==> src/rtl/fetch_unit_pkg.sv <==
// Shared types and helpers for the instruction fetch stage.
// DSIZE and PC_SIZE normally come from the defines shared with the address adder; the fallbacks here keep this slice standalone.
`ifndef DSIZE
`define DSIZE 16
`endif
`ifndef PC_SIZE
`define PC_SIZE 16
`endif

package fetch_unit_pkg;

    localparam int unsigned FETCH_AW = `PC_SIZE;
    localparam int unsigned FETCH_DW = `DSIZE;

    typedef enum logic [1:0] {
        IFID_HOLD,
        IFID_FLUSH,
        IFID_LOAD,
        IFID_BUBBLE
    } ifid_op_e;

    // IF/ID update: a redirect flushes, a stall holds, otherwise load or bubble.
    function automatic ifid_op_e ifid_op(input logic branch, input logic stall, input logic avail);
        if (branch) return IFID_FLUSH;
        if (stall)  return IFID_HOLD;
        if (avail)  return IFID_LOAD;
        return IFID_BUBBLE;
    endfunction

endpackage

==> src/rtl/fetch_skid.sv <==
// One-entry skid buffer: captures a word that returns while decode is stalled.
module fetch_skid #(
    parameter int unsigned W = 32
) (
    input  logic         clk,
    input  logic         rst_n,
    input  logic         capture,
    input  logic         drain,
    input  logic         flush,
    input  logic [W-1:0] din,
    output logic         valid,
    output logic [W-1:0] dout
);

    always_ff @(posedge clk or negedge rst_n) begin
        if (!rst_n) begin
            valid <= 1'b0;
            dout  <= '0;
        end else if (flush) begin
            valid <= 1'b0;
        end else if (capture) begin
            valid <= 1'b1;
            dout  <= din;
        end else if (drain) begin
            valid <= 1'b0;
        end
    end

endmodule

==> src/rtl/fetch_unit.sv <==
// Instruction fetch stage: PC, one-cycle-latency imem reads, registered IF/ID with stall and branch flush.
// Define FETCH_SKID_EN to hold a word returning under stall in a skid buffer instead of replaying its fetch.
`ifndef DSIZE
`define DSIZE 16
`endif

module fetch_unit
    import fetch_unit_pkg::*;
#(
    parameter int unsigned   AW       = 16,
    parameter int unsigned   DW       = `DSIZE,
    parameter logic [AW-1:0] RESET_PC = '0
) (
    input  logic          clk,
    input  logic          rst_n,
    input  logic          stall_i,
    input  logic          branch_taken_i,
    input  logic [AW-1:0] branch_target_i,
    output logic          imem_req_o,
    output logic [AW-1:0] imem_addr_o,
    input  logic [DW-1:0] imem_rdata_i,
    output logic          instr_valid_o,
    output logic [DW-1:0] instr_o,
    output logic [AW-1:0] pc_o,
    output logic [AW-1:0] pc_plus1_o
);

    logic [AW-1:0]    pc_q;
    logic [AW-1:0]    fpc_q;
    logic             inflight_q;
    logic             ret_stalled;
    logic             skid_valid;
    logic [DW+AW-1:0] skid_q;
    logic [DW-1:0]    load_instr;
    logic [AW-1:0]    load_pc;
    ifid_op_e         op;

    assign imem_addr_o = branch_taken_i ? branch_target_i : pc_q;
    assign imem_req_o  = rst_n & (branch_taken_i | ~stall_i);
    assign ret_stalled = inflight_q & stall_i & ~branch_taken_i;

`ifdef FETCH_SKID_EN
    fetch_skid #(.W(DW + AW)) u_skid (
        .clk     (clk),
        .rst_n   (rst_n),
        .capture (ret_stalled),
        .drain   (~stall_i),
        .flush   (branch_taken_i),
        .din     ({imem_rdata_i, fpc_q}),
        .valid   (skid_valid),
        .dout    (skid_q)
    );
`else
    assign skid_valid = 1'b0;
    assign skid_q     = '0;
`endif

    // PC and in-flight tracking; without a skid buffer a stalled return is refetched.
    always_ff @(posedge clk or negedge rst_n) begin
        if (!rst_n) begin
            pc_q       <= RESET_PC;
            fpc_q      <= '0;
            inflight_q <= 1'b0;
        end else if (imem_req_o) begin
            pc_q       <= imem_addr_o + AW'(1);
            fpc_q      <= imem_addr_o;
            inflight_q <= 1'b1;
        end else begin
            inflight_q <= 1'b0;
`ifndef FETCH_SKID_EN
            if (ret_stalled) pc_q <= fpc_q;
`endif
        end
    end

    // A buffered word is older than anything in flight, so it loads first.
    always_comb begin
        load_instr = imem_rdata_i;
        load_pc    = fpc_q;
        op         = ifid_op(branch_taken_i, stall_i, skid_valid | inflight_q);
        if (skid_valid) begin
            load_instr = skid_q[DW+AW-1:AW];
            load_pc    = skid_q[AW-1:0];
        end
    end

    always_ff @(posedge clk or negedge rst_n) begin
        if (!rst_n) begin
            instr_valid_o <= 1'b0;
            instr_o       <= '0;
            pc_o          <= '0;
            pc_plus1_o    <= AW'(1);
        end else begin
            case (op)
                IFID_LOAD: begin
                    instr_valid_o <= 1'b1;
                    instr_o       <= load_instr;
                    pc_o          <= load_pc;
                    pc_plus1_o    <= load_pc + AW'(1);
                end
                IFID_FLUSH, IFID_BUBBLE: instr_valid_o <= 1'b0;
                default: ;
            endcase
        end
    end

endmodule
==> config.mk <==
export PLATFORM = sky130hd
export DESIGN_NAME = fetch_unit
export DESIGN_NICKNAME = d
export VERILOG_FILES = /design/src/rtl/fetch_unit_pkg.sv /design/src/rtl/fetch_skid.sv /design/src/rtl/fetch_unit.sv
export SDC_FILE = /design/constraint.sdc
export NUM_CORES = 1
export LEC_CHECK = 0
export CAP_MARGIN = 20
export CORE_MARGIN = 8
export CORE_UTILIZATION = 44
export DETAILED_ROUTE_END_ITERATION = 10
export PLACE_DENSITY = 0.76
export SETUP_SLACK_MARGIN = 0.02
export SLEW_MARGIN = 20
export SYNTH_ARGS = -nofsm -noshare
export SYNTH_HDL_FRONTEND = slang
export SYNTH_HIERARCHICAL = 1
export SYNTH_SLANG_ARGS = --single-unit
==> constraint.sdc <==
create_clock -name clk -period 2.37 [get_ports clk]
set_input_delay 0.711 -clock clk [delete_from_list [all_inputs] [get_ports clk]]
set_output_delay 0.711 -clock clk [all_outputs]
set_load 0.02 [all_outputs]
==> Word-level counts from Yosys, hierarchy flattened <==
Cells that the tools add are included.
{ "op_classes": {"addsub": 2, "eq_ne": 3, "muxes": 17, "bitwise": 6, "reduce_logical": 3} }
{ "op_table": {"columns": ["cell", "count"], "rows": [
  ["$mux W16", 3],
  ["$add A16 B1 Y16 const B", 2],
  ["$mux W2", 6],
  ["$mux W1", 7],
  ["$eq A2 B2 Y1 const B", 2],
  ["$reduce_bool A2 Y1", 2],
  ["$and A1 B1 Y1", 3],
  ["$eq A2 B1 Y1 const B", 1],
  ["$not A1 Y1", 2],
  ["$pmux W1 S2", 1],
  ["$reduce_or A2 Y1", 1],
  ["$or A1 B1 Y1", 1]
]} }
{ "word_totals": {"reg_bits": 82, "input_bits": 36, "out_inout_bits": 66, "wordCells": 38} }

==> Depth between registers and ports, before layout <==
{ "depth": {"depth_word": 10, "ltp_mapped": 9, "depth_no_buf": 6} }

==> Least setup slack after synthesis <==
No wires, ideal clock.
{ "synth_timing": {"path_type": "input-to-reg", "from": "input port branch_taken_i", "to": "register pc_q[12]", "setup_time_ns": 0.082, "t_arrival_ns": 2.845, "t_required_ns": 2.288, "path_slack_ns": -0.557, "path_stages": 9, "n_path_buf": 3, "cell_sequence": "buf_6 > buf_2 > buf_2 > mux2_2 > ha_1 > o211ai_4 > or4b_4 > or3_1 > a31oi_1"} }
{ "synth_via": {"elab_chain_cells": 3, "elab_cells_between_ends": 8, "classes_between": "add/sub (1); mux (2); bitwise (4); reduce/logical (1)"} }
{ "synth_rtl": {"columns": ["item", "line_no", "rtl"], "rows": [
  ["start, declared", "fetch_unit.sv:17", "input logic branch_taken_i,"],
  ["$mux W16", "fetch_unit.sv:38", "assign imem_addr_o = branch_taken_i ? branch_target_i : pc_q;"],
  ["via imem_addr_o[1]", "fetch_unit.sv:20", "output logic [AW-1:0] imem_addr_o,"],
  ["$add A16 B1 Y16", "fetch_unit.sv:65", "pc_q <= imem_addr_o + AW'(1);"],
  ["$mux W16", "fetch_unit.sv:64", "end else if (imem_req_o) begin"],
  ["end signal, assigned", "fetch_unit.sv:65", null],
  ["end signal, assigned", "fetch_unit.sv:71", "if (ret_stalled) pc_q <= fpc_q;"],
  ["end, declared", "fetch_unit.sv:28", "logic [AW-1:0] pc_q;"]
]} }
The timed path passes the listed nets, and every way through them passes these cells.
A chain may end at the register's enable or synchronous reset.

==> Worst setup path after layout <==
{ "layout_timing": {"from": "input port branch_target_i[13]", "to": "output port imem_addr_o[13]"} }
{ "layout_via": {"elab_chain_cells": 1} }
{ "layout_rtl": {"columns": ["item", "line_no", "rtl"], "rows": [
  ["start, declared", "fetch_unit.sv:18", "input logic [AW-1:0] branch_target_i,"],
  ["$mux W16", "fetch_unit.sv:38", null],
  ["end, declared", "fetch_unit.sv:20", null]
]} }
Every way passes these cells.

==> flow_summary.json <==
{
  "htreeDepth": 3,
  "synth_top_area_share_pct": 51.0,
  "fin_cells": 635,
  "hold_class": "in -> async",
  "max_freq_ghz": 0.424,
  "final_antenna_net_count": 0,
  "insertion_delay_ps": 340,
  "synth_area_per_cell_um2": 10.7,
  "postCtsHoldBufs": 0,
  "cap_viol_max_count": 0,
  "crit_path_start_kind": "input pin",
  "die_area_um2": 12300,
  "drc": 0,
  "yosysMostFrequentCell": "dfrtp_1",
  "utilization_pct": 65.3,
  "antennaDiodeCount": 0,
  "ys.flop_type": "dfrtp_1",
  "syn_nets": 408,
  "path_max_fanout": 2,
  "fin_crit_ps": 2360,
  "finalHoldViolations": 0,
  "areaGrowthSynthToFinish_pct": 43.9,
  "rrSetupSlack_ps": 440,
  "routed_wirelength_um": 10800,
  "crit_type": "in -> out",
  "synth_async_sr_flop_share_pct": 100,
  "ys_ff_latch": 82,
  "drt_iter0_drc": 184,
  "fillers": 728,
  "yosys_warnings": 6,
  "pin_count": 102,
  "io_buffer_count": 101,
  "routedWlPerCell_um": 17.0,
  "grt_use_total_pct": 17.4,
  "antenna_found_initial": 0,
  "numCtsBuffers": 9,
  "required_ps": 1660,
  "synth_edf_count": 0,
  "worstPathArrival_ps": 1650,
  "end_kind": "output port",
  "dr.pass1.iters": 4,
  "slew_violations": 0,
  "hold-worst-slack_ps": 327,
  "cts_num_sinks": 82,
  "max-slew-margin-rel_pct": 36.9,
  "peakVddDrop_mv": 0.416,
  "fin_ws_ps": 13.9,
  "netlist_area_um2": 3980,
  "power_leakage_uw": 0.00250,
  "finalNetCount": 560,
  "powerDensity_nw_per_um2": 864,
  "vias": 3331,
  "die_width_um": 111,
  "worst_pin_slew_ps": 946,
  "start_util_pct": 45.4,
  "grt_pass1_wl_um": 17600,
  "outcome": "complete, no violations",
  "clk_pin_slew_ps": 90,
  "dpl_worst_slack_ps": -739,
  "clock_path_buffers": 2,
  "setup.worst_path.end": "imem_addr_o[13]",
  "place.gp.congestion": 0.879,
  "synthDistinctLibCells": 41,
  "worstRegToRegCells": 6,
  "finClkSkew_ps": 8.15,
  "viasPerCell": 5.25,
  "worstSetupStartpoint": "branch_target_i[13]",
  "synth_top_area_cell": "dfrtp_1",
  "placementRows": 34,
  "min_period_over_period_pct": 99.4,
  "yosysSeqAreaShare_pct": 51.6,
  "cts_tree": "built",
  "dp_hpwl_um": 7800,
  "gr-total-overflow": 0,
  "netlist_top_cells_area": "dfrtp_1 (51%), mux2_2 (13%), nand2_1 (4.2%)",
  "r2r_end": "pc_q[12]$_DFFE_PN0P_",
  "grt_max_degree": 77,
  "grt_pass1_vias": 3477,
  "synth_common_cells": "dfrtp_1 (81), mux2_2 (45), nand2_1 (45)",
  "core_um2": 8760,
  "die_h_um": 111,
  "r2r-start": "pc_q[0]$_DFFE_PN0P_",
  "netlist_instances": 370,
  "setup_viol": 0,
  "rsz0062_at_grt": "no",
  "dp.cells": 613,
  "final_layout_size_suffix_gt1_share_pct": 28.5,
  "cts_root_buf": "clkbuf_8"
}
## registers in the layout, indices dropped and copies added (netlist names)
signal	cells
instr_o	16
inflight_q	1
pc_plus1_o	16
fpc_q	16
instr_valid_o	1
pc_o	16
pc_q	16
## final cells by class
type	count	area [um^2]	share of cell area, %
Tap cell	108	135	2.36
Clock inverter	6	90.1	1.57
Inverter	12	46.3	0.809
Sequential cell	82	2050	35.9
Multi-Input combinational cell	258	1840	32.1
Clock buffer	10	128	2.23
Timing Repair Buffer	159	1430	25.0
## through the flow
step / setup TNS (ps) / power, uW / area [um^2]
finish: 0 / 4940 / 5720
global route: 0 / 5220 / 5720
CTS: 0 / 4970 / 5690
detailed placement: -21840 / 3870 / 5480
global placement: -20110 / 3820 / 5480
floorplan: -403 / 2910 / 4020
## worst max-delay path, stage by stage
cell and delay, ps:
clkdlybuf4s50_1 450, mux2_2 310, buf_2 170
## layout by cell type (no fill, tap or decap), drive strengths merged, types with 2 or more instances in the layout
cell type,netlist,final
dfrtp,81,81
clkdlybuf4s50,0,76
buf,5,73
nand2,45,45
mux2,45,45
nor2,26,26
o21ai,20,20
a21oi,18,18
mux2i,14,14
nand3,13,13
xnor2,12,12
inv,11,12
clkbuf,13,12
xor2,11,11
nand4,6,6
a22oi,5,5
a31oi,5,5
dlygate4sd2,0,5
nand2b,4,4
nand3b,4,4
o22a,3,3
or3,3,3
clkinv,1,3
nor3,3,3
and3,2,2
nand4b,2,2
a21boi,2,2
a2bb2oi,2,2
a221oi,2,2
bufinv,0,2
and4,2,2
ha,2,2
## repair_timing
action | in CTS | in global routing
pin swaps | 4 | 1
gates resized for setup | 75 | 10
cloned | 1 | 1
buffers inserted | 4 | 0
endpoints found under the setup margin | 25 | 8
## worst min-delay path by stage
stage / cells past startpoint / to / slack [ps] / start
after global routing: 2 / pc_q[13]$_DFFE_PN0P_ / 310 / rst_n
after floorplan: 0 / fpc_q[0]$_DFFE_PN0P_ / 420 / rst_n
after detailed placement: 2 / pc_plus1_o[0]$_DFFE_PN1N_ / 450 / pc_plus1_o[0]$_DFFE_PN1N_
final: 2 / pc_q[13]$_DFFE_PN0P_ / 330 / rst_n
after global placement: 2 / pc_plus1_o[0]$_DFFE_PN1N_ / 450 / pc_plus1_o[0]$_DFFE_PN1N_
after CTS: 2 / fpc_q[12]$_DFFE_PN0P_ / 300 / rst_n
## cell families after synthesis
family / synth area share (%)
buffers and inverters: 3.15
and+or+nand+nor: 13.8
AOI/OAI and AO/OA: 9.35
DFF: 51.6
adders and majority gates: 0.629
xor gates and xnor gates: 5.07
muxes: 16.4
## per-layer routing
metal  vias to the layer above  part of all wire, %  global-route usage [%]
met3                        15                  5.8                    3.84
met4                         0                  1.4                    6.31
met1                      1610                   45                    22.7
met2                       113                   47                    27.7
met5                         -                    0                       0
li1                       1593                    -                       -
## report_power, final
part | switching (uW) | leakage (uW) | internal (uW)
Sequential | 283 | 0.000966 | 1740
Combinational | 872 | 0.00143 | 928
Clock | 522 | 0.000107 | 598
Total | 1680 | 0.00250 | 3270
Power figures use the tool's default switching activity.
==> patch 1: new RTL, config.mk and constraints unchanged <==
Add a define of `FETCH_SKID_EN`.
--- a/src/rtl/fetch_unit.sv
+++ b/src/rtl/fetch_unit.sv
@@ -1,5 +1,7 @@
 // Instruction fetch stage: PC, one-cycle-latency imem reads, registered IF/ID with stall and branch flush.
 // Define FETCH_SKID_EN to hold a word returning under stall in a skid buffer instead of replaying its fetch.
+`define FETCH_SKID_EN
+
 `ifndef DSIZE
 `define DSIZE 16
 `endif
Behaviour: not the same (Yosys sat finds a counterexample within 4 cycles, from zero or initial values and one cycle with rst_n low).
==> patch 1 against the original RTL <==
Clock power up 110%. Sequential cell count up 33. Cell area up 37%. Non-clock buffer count up 2. Critical path depth unchanged. Total power up 43%. Count of clock-buffer cells in the layout up 10. Largest power group unchanged. Largest cell class unchanged. Critical path type unchanged. Wire length up 35%. Via count up 33%. Setup slack better by 0.033 ns. Synthesized area up 45%.
==> patch 1: results (changes against the original RTL) <==
<table>
<tr><th>Metric</th><th>Value</th></tr>
<tr><th colspan="2">Critical path</th></tr>
<tr><td>Worst setup startpoint</td><td>branch_target_i[3]</td></tr>
<tr><th colspan="2">Cells and area</th></tr>
<tr><td>Storage cell area</td><td>2880 um2 (+40%)</td></tr>
<tr><td>Layout Nets</td><td>713 (+27%)</td></tr>
<tr><td>Area used by multi-input combinational logic</td><td>2640 um2 (+43%)</td></tr>
<tr><td>Multi-input gates</td><td>364 (+41%)</td></tr>
<tr><td>Post-route non-filler standard cell count</td><td>863 (+36%)</td></tr>
<tr><td>Number of ordinary inverters in the final layout</td><td>16 (+4)</td></tr>
<tr><th colspan="2">Logic synthesis</th></tr>
<tr><td>Post-synthesis instance total</td><td>524 (+42%)</td></tr>
<tr><td>Adder and majority cell fraction of the synthesized area</td><td>0.434% (-0.20 points)</td></tr>
<tr><td>Part of the Yosys area used for sequential elements</td><td>49.9% (-1.7 points)</td></tr>
<tr><td>Number of unique standard cell types used by synthesis</td><td>49 (+20%)</td></tr>
<tr><th colspan="2">GRT</th></tr>
<tr><td>Maximum number of pins on one net before global-route repair</td><td>116 (+51%)</td></tr>
<tr><td>Global routing met3 resource utilization</td><td>5.80% (+2.0 points)</td></tr>
<tr><td>Via count of the first global-routing pass</td><td>4670 (+34%)</td></tr>
<tr><th colspan="2">Routing</th></tr>
<tr><td>Final wirelength</td><td>14500 um (+35%)</td></tr>
<tr><td>Met3 wirelength from detailed routing</td><td>858 um (+39%)</td></tr>
<tr><td>Total number of vias</td><td>4430 (+33%)</td></tr>
<tr><th colspan="2">Power</th></tr>
<tr><td>Internal Dissipation</td><td>4900 uW (+50%)</td></tr>
<tr><td>Standby leakage power</td><td>0.00347 uW (+39%)</td></tr>
<tr><td>Part of the total power dissipated in the clock network</td><td>32.9% (+10 points)</td></tr>
<tr><th colspan="2">Place</th></tr>
<tr><td>Count of placed standard cells including taps</td><td>826 (+35%)</td></tr>
<tr><th colspan="2">Die</th></tr>
<tr><td>N_taps</td><td>176 (+63%)</td></tr>
<tr><th colspan="2">Clocking</th></tr>
<tr><td>Clock Root Buffer</td><td>clkbuf_16</td></tr>
<tr><td>Num CTS Buffers</td><td>17 (+8)</td></tr>
<tr><th colspan="2">Outcome</th></tr>
<tr><td>Outcome</td><td>finished, final reports clean</td></tr>
</table>
patch 1: worst max-delay path: stages:
cell	delay (ns)
clkdlybuf4s50_1	0.44
mux2_2	0.29
buf_2	0.16
patch 1: worst max path at each step:
stage / endpoint / slack, ns / cells after the start
2_1_floorplan: pc_q[10]$_DFFE_PN0P_ / 0.04 / 10
3_3_place_gp: imem_req_o / -0.68 / 6
3_5_place_dp: imem_req_o / -0.70 / 6
4_1_cts: imem_addr_o[15] / 0.04 / 4
5_1_grt: pc_q[14]$_DFFE_PN0P_ / 0.0006 / 10
6_report: imem_addr_o[3] / 0.05 / 3
patch 1: logic make-up (layout without fill, tap and decap cells):
logic type	Yosys count	count (layout)
multiplexers	79	79
buffers and inverters	45	208
adder cells (fa/ha/maj)	2	2
XOR/XNOR	23	23
flip-flops	115	115
AO/OA/AOI/OAI	97	97
AND/OR/NAND/NOR	163	163
==> patch 2: new RTL, config.mk and constraints unchanged <==
Made on the original files. Make the reset (`rst_n`) synchronous in 2 clocked blocks.
--- a/src/rtl/fetch_unit.sv
+++ b/src/rtl/fetch_unit.sv
@@ -56,7 +56,7 @@
 `endif
 
     // PC and in-flight tracking; without a skid buffer a stalled return is refetched.
-    always_ff @(posedge clk or negedge rst_n) begin
+    always_ff @(posedge clk) begin
         if (!rst_n) begin
             pc_q       <= RESET_PC;
             fpc_q      <= '0;
@@ -84,7 +84,7 @@
         end
     end
 
-    always_ff @(posedge clk or negedge rst_n) begin
+    always_ff @(posedge clk) begin
         if (!rst_n) begin
             instr_valid_o <= 1'b0;
             instr_o       <= '0;
Function: differs if rst_n is asserted again (counterexample within 4 cycles, from zero or initial values and one cycle with rst_n low); with rst_n held inactive, the same outputs for 10 cycles.
==> patch 2 against the original RTL <==
Global-route usage is 1.4 points higher. Sequential cell count is the same. Wire length is 6.4% higher. Synthesized area shrank 1.7%. Cell area shrank 1.2%. First-iteration DRC count fell by 11%. Non-clock buffer count up 5. Setup slack better by 0.055 ns. Highest routed layer unchanged.
Power is not compared: it rests on default switching activity, and its combinational part moved more than twofold at a synthesized area within 25%.
==> patch 2: results (changes against the original RTL) <==
<table>
<tr><th>Metric</th><th>Value</th></tr>
<tr><th colspan="2">Outcome</th></tr>
<tr><td>Outcome</td><td>finished, final reports clean</td></tr>
<tr><th colspan="2">Logic synthesis</th></tr>
<tr><td>Number of unique standard cell types used by synthesis</td><td>54 (+32%)</td></tr>
<tr><td>Most common flop cell mapped by yosys</td><td>dfxtp_1</td></tr>
<tr><td>Part of the Yosys area used for sequential elements</td><td>42.0% (-9.6 points)</td></tr>
<tr><td>Commonest cells post-synth</td><td>nand2_1, dfxtp_1, a21oi_1, nor2_1, inv_1</td></tr>
<tr><td>Synth top area cells</td><td>dfxtp_1, nand2_1, a21oi_1, mux2i_1, a211oi_1</td></tr>
<tr><td>Asr flop ratio synth</td><td>0% (-100 points)</td></tr>
<tr><td>Mean post-synth cell area</td><td>8.28 um2 (-23%)</td></tr>
<tr><th colspan="2">STA</th></tr>
<tr><td>Hold slack final</td><td>0.455 ns (+0.128 ns)</td></tr>
<tr><td>Worst slew margin relative to its limit</td><td>75.5% (+39 points)</td></tr>
<tr><td>Largest clock skew in the final design</td><td>0.00896 ns (+0.000808 ns)</td></tr>
<tr><th colspan="2">Clocking</th></tr>
<tr><td>Setup bufs post-CTS</td><td>3 (-1)</td></tr>
<tr><td>Latest clock arrival within the worst-skew pair</td><td>0.36 ns (+0.02 ns)</td></tr>
<tr><th colspan="2">Critical path</th></tr>
<tr><td>Launch point of the worst reg-to-reg path</td><td>pc_q[0]$_SDFFE_PN0P_</td></tr>
<tr><td>CP endpoint</td><td>imem_addr_o[8]</td></tr>
<tr><td>Worst setup startpoint</td><td>branch_target_i[8]</td></tr>
<tr><td>Endpoint of the worst-slack reg-to-reg timing path</td><td>pc_q[10]$_SDFFE_PN0P_</td></tr>
<tr><th colspan="2">GRT</th></tr>
<tr><td>Met1 track demand over resource in global routing</td><td>24.5% (+1.9 points)</td></tr>
<tr><td>First-pass GRT wire length</td><td>18300 um (+3.8%)</td></tr>
<tr><td>Via count of the first global-routing pass</td><td>3723 (+7.1%)</td></tr>
<tr><td>Global routing met3 resource utilization</td><td>3.95% (+0.11 points)</td></tr>
<tr><th colspan="2">Place</th></tr>
<tr><td>Worst Setup Slack post-DPL</td><td>-0.721 ns (+0.0172 ns)</td></tr>
<tr><td>Post-placement cell area</td><td>5360 um2 (-2.2%)</td></tr>
<tr><td>DPL Wire Length</td><td>8270 um (+5.9%)</td></tr>
<tr><th colspan="2">Routing</th></tr>
<tr><td>Final wirelength</td><td>11500 um (+6.4%)</td></tr>
<tr><th colspan="2">Cells and area</th></tr>
<tr><td>Fillcell total</td><td>736 (+1.1%)</td></tr>
<tr><td>Fraction of final layout cells with drive strength greater than 1</td><td>20.0% (-8.5 points)</td></tr>
<tr><th colspan="2">Hold path</th></tr>
<tr><td>Class of the most critical hold timing path</td><td>reg2reg</td></tr>
</table>
-- patch 2: kinds of logic after synthesis --
group / after synthesis / share of synthesized area, %
simple gates: 180 / 22.2
compound gates: 112 / 18.4
fa+ha+maj: 2 / 0.640
mux: 25 / 6.76
buf+inv: 56 / 6.60
xor+xnor: 15 / 3.36
flops: 82 / 42.0
-- patch 2: area by class of cell --
| cell class | count | area share (%) |
|---|---|---|
| multi-input cells | 334 | 36.6 |
| flip-flops and latches | 82 | 29.0 |
| repair buffers | 164 | 27.1 |
| clock buffers | 11 | 2.50 |
| well taps | 108 | 2.39 |
| inverters | 19 | 1.26 |
| clock inverters | 5 | 1.11 |
-- patch 2: routing by layer --
layer,wire (um),up-vias
met2,5290,146
met3,949,10
met4,108,0
li1,-,1944
met5,0,-
met1,5110,1807
-- patch 2: worst max-delay path: stages --
cell,delay [ns]
clkdlybuf4s50_1,0.43
mux2_2,0.29
buf_2,0.16
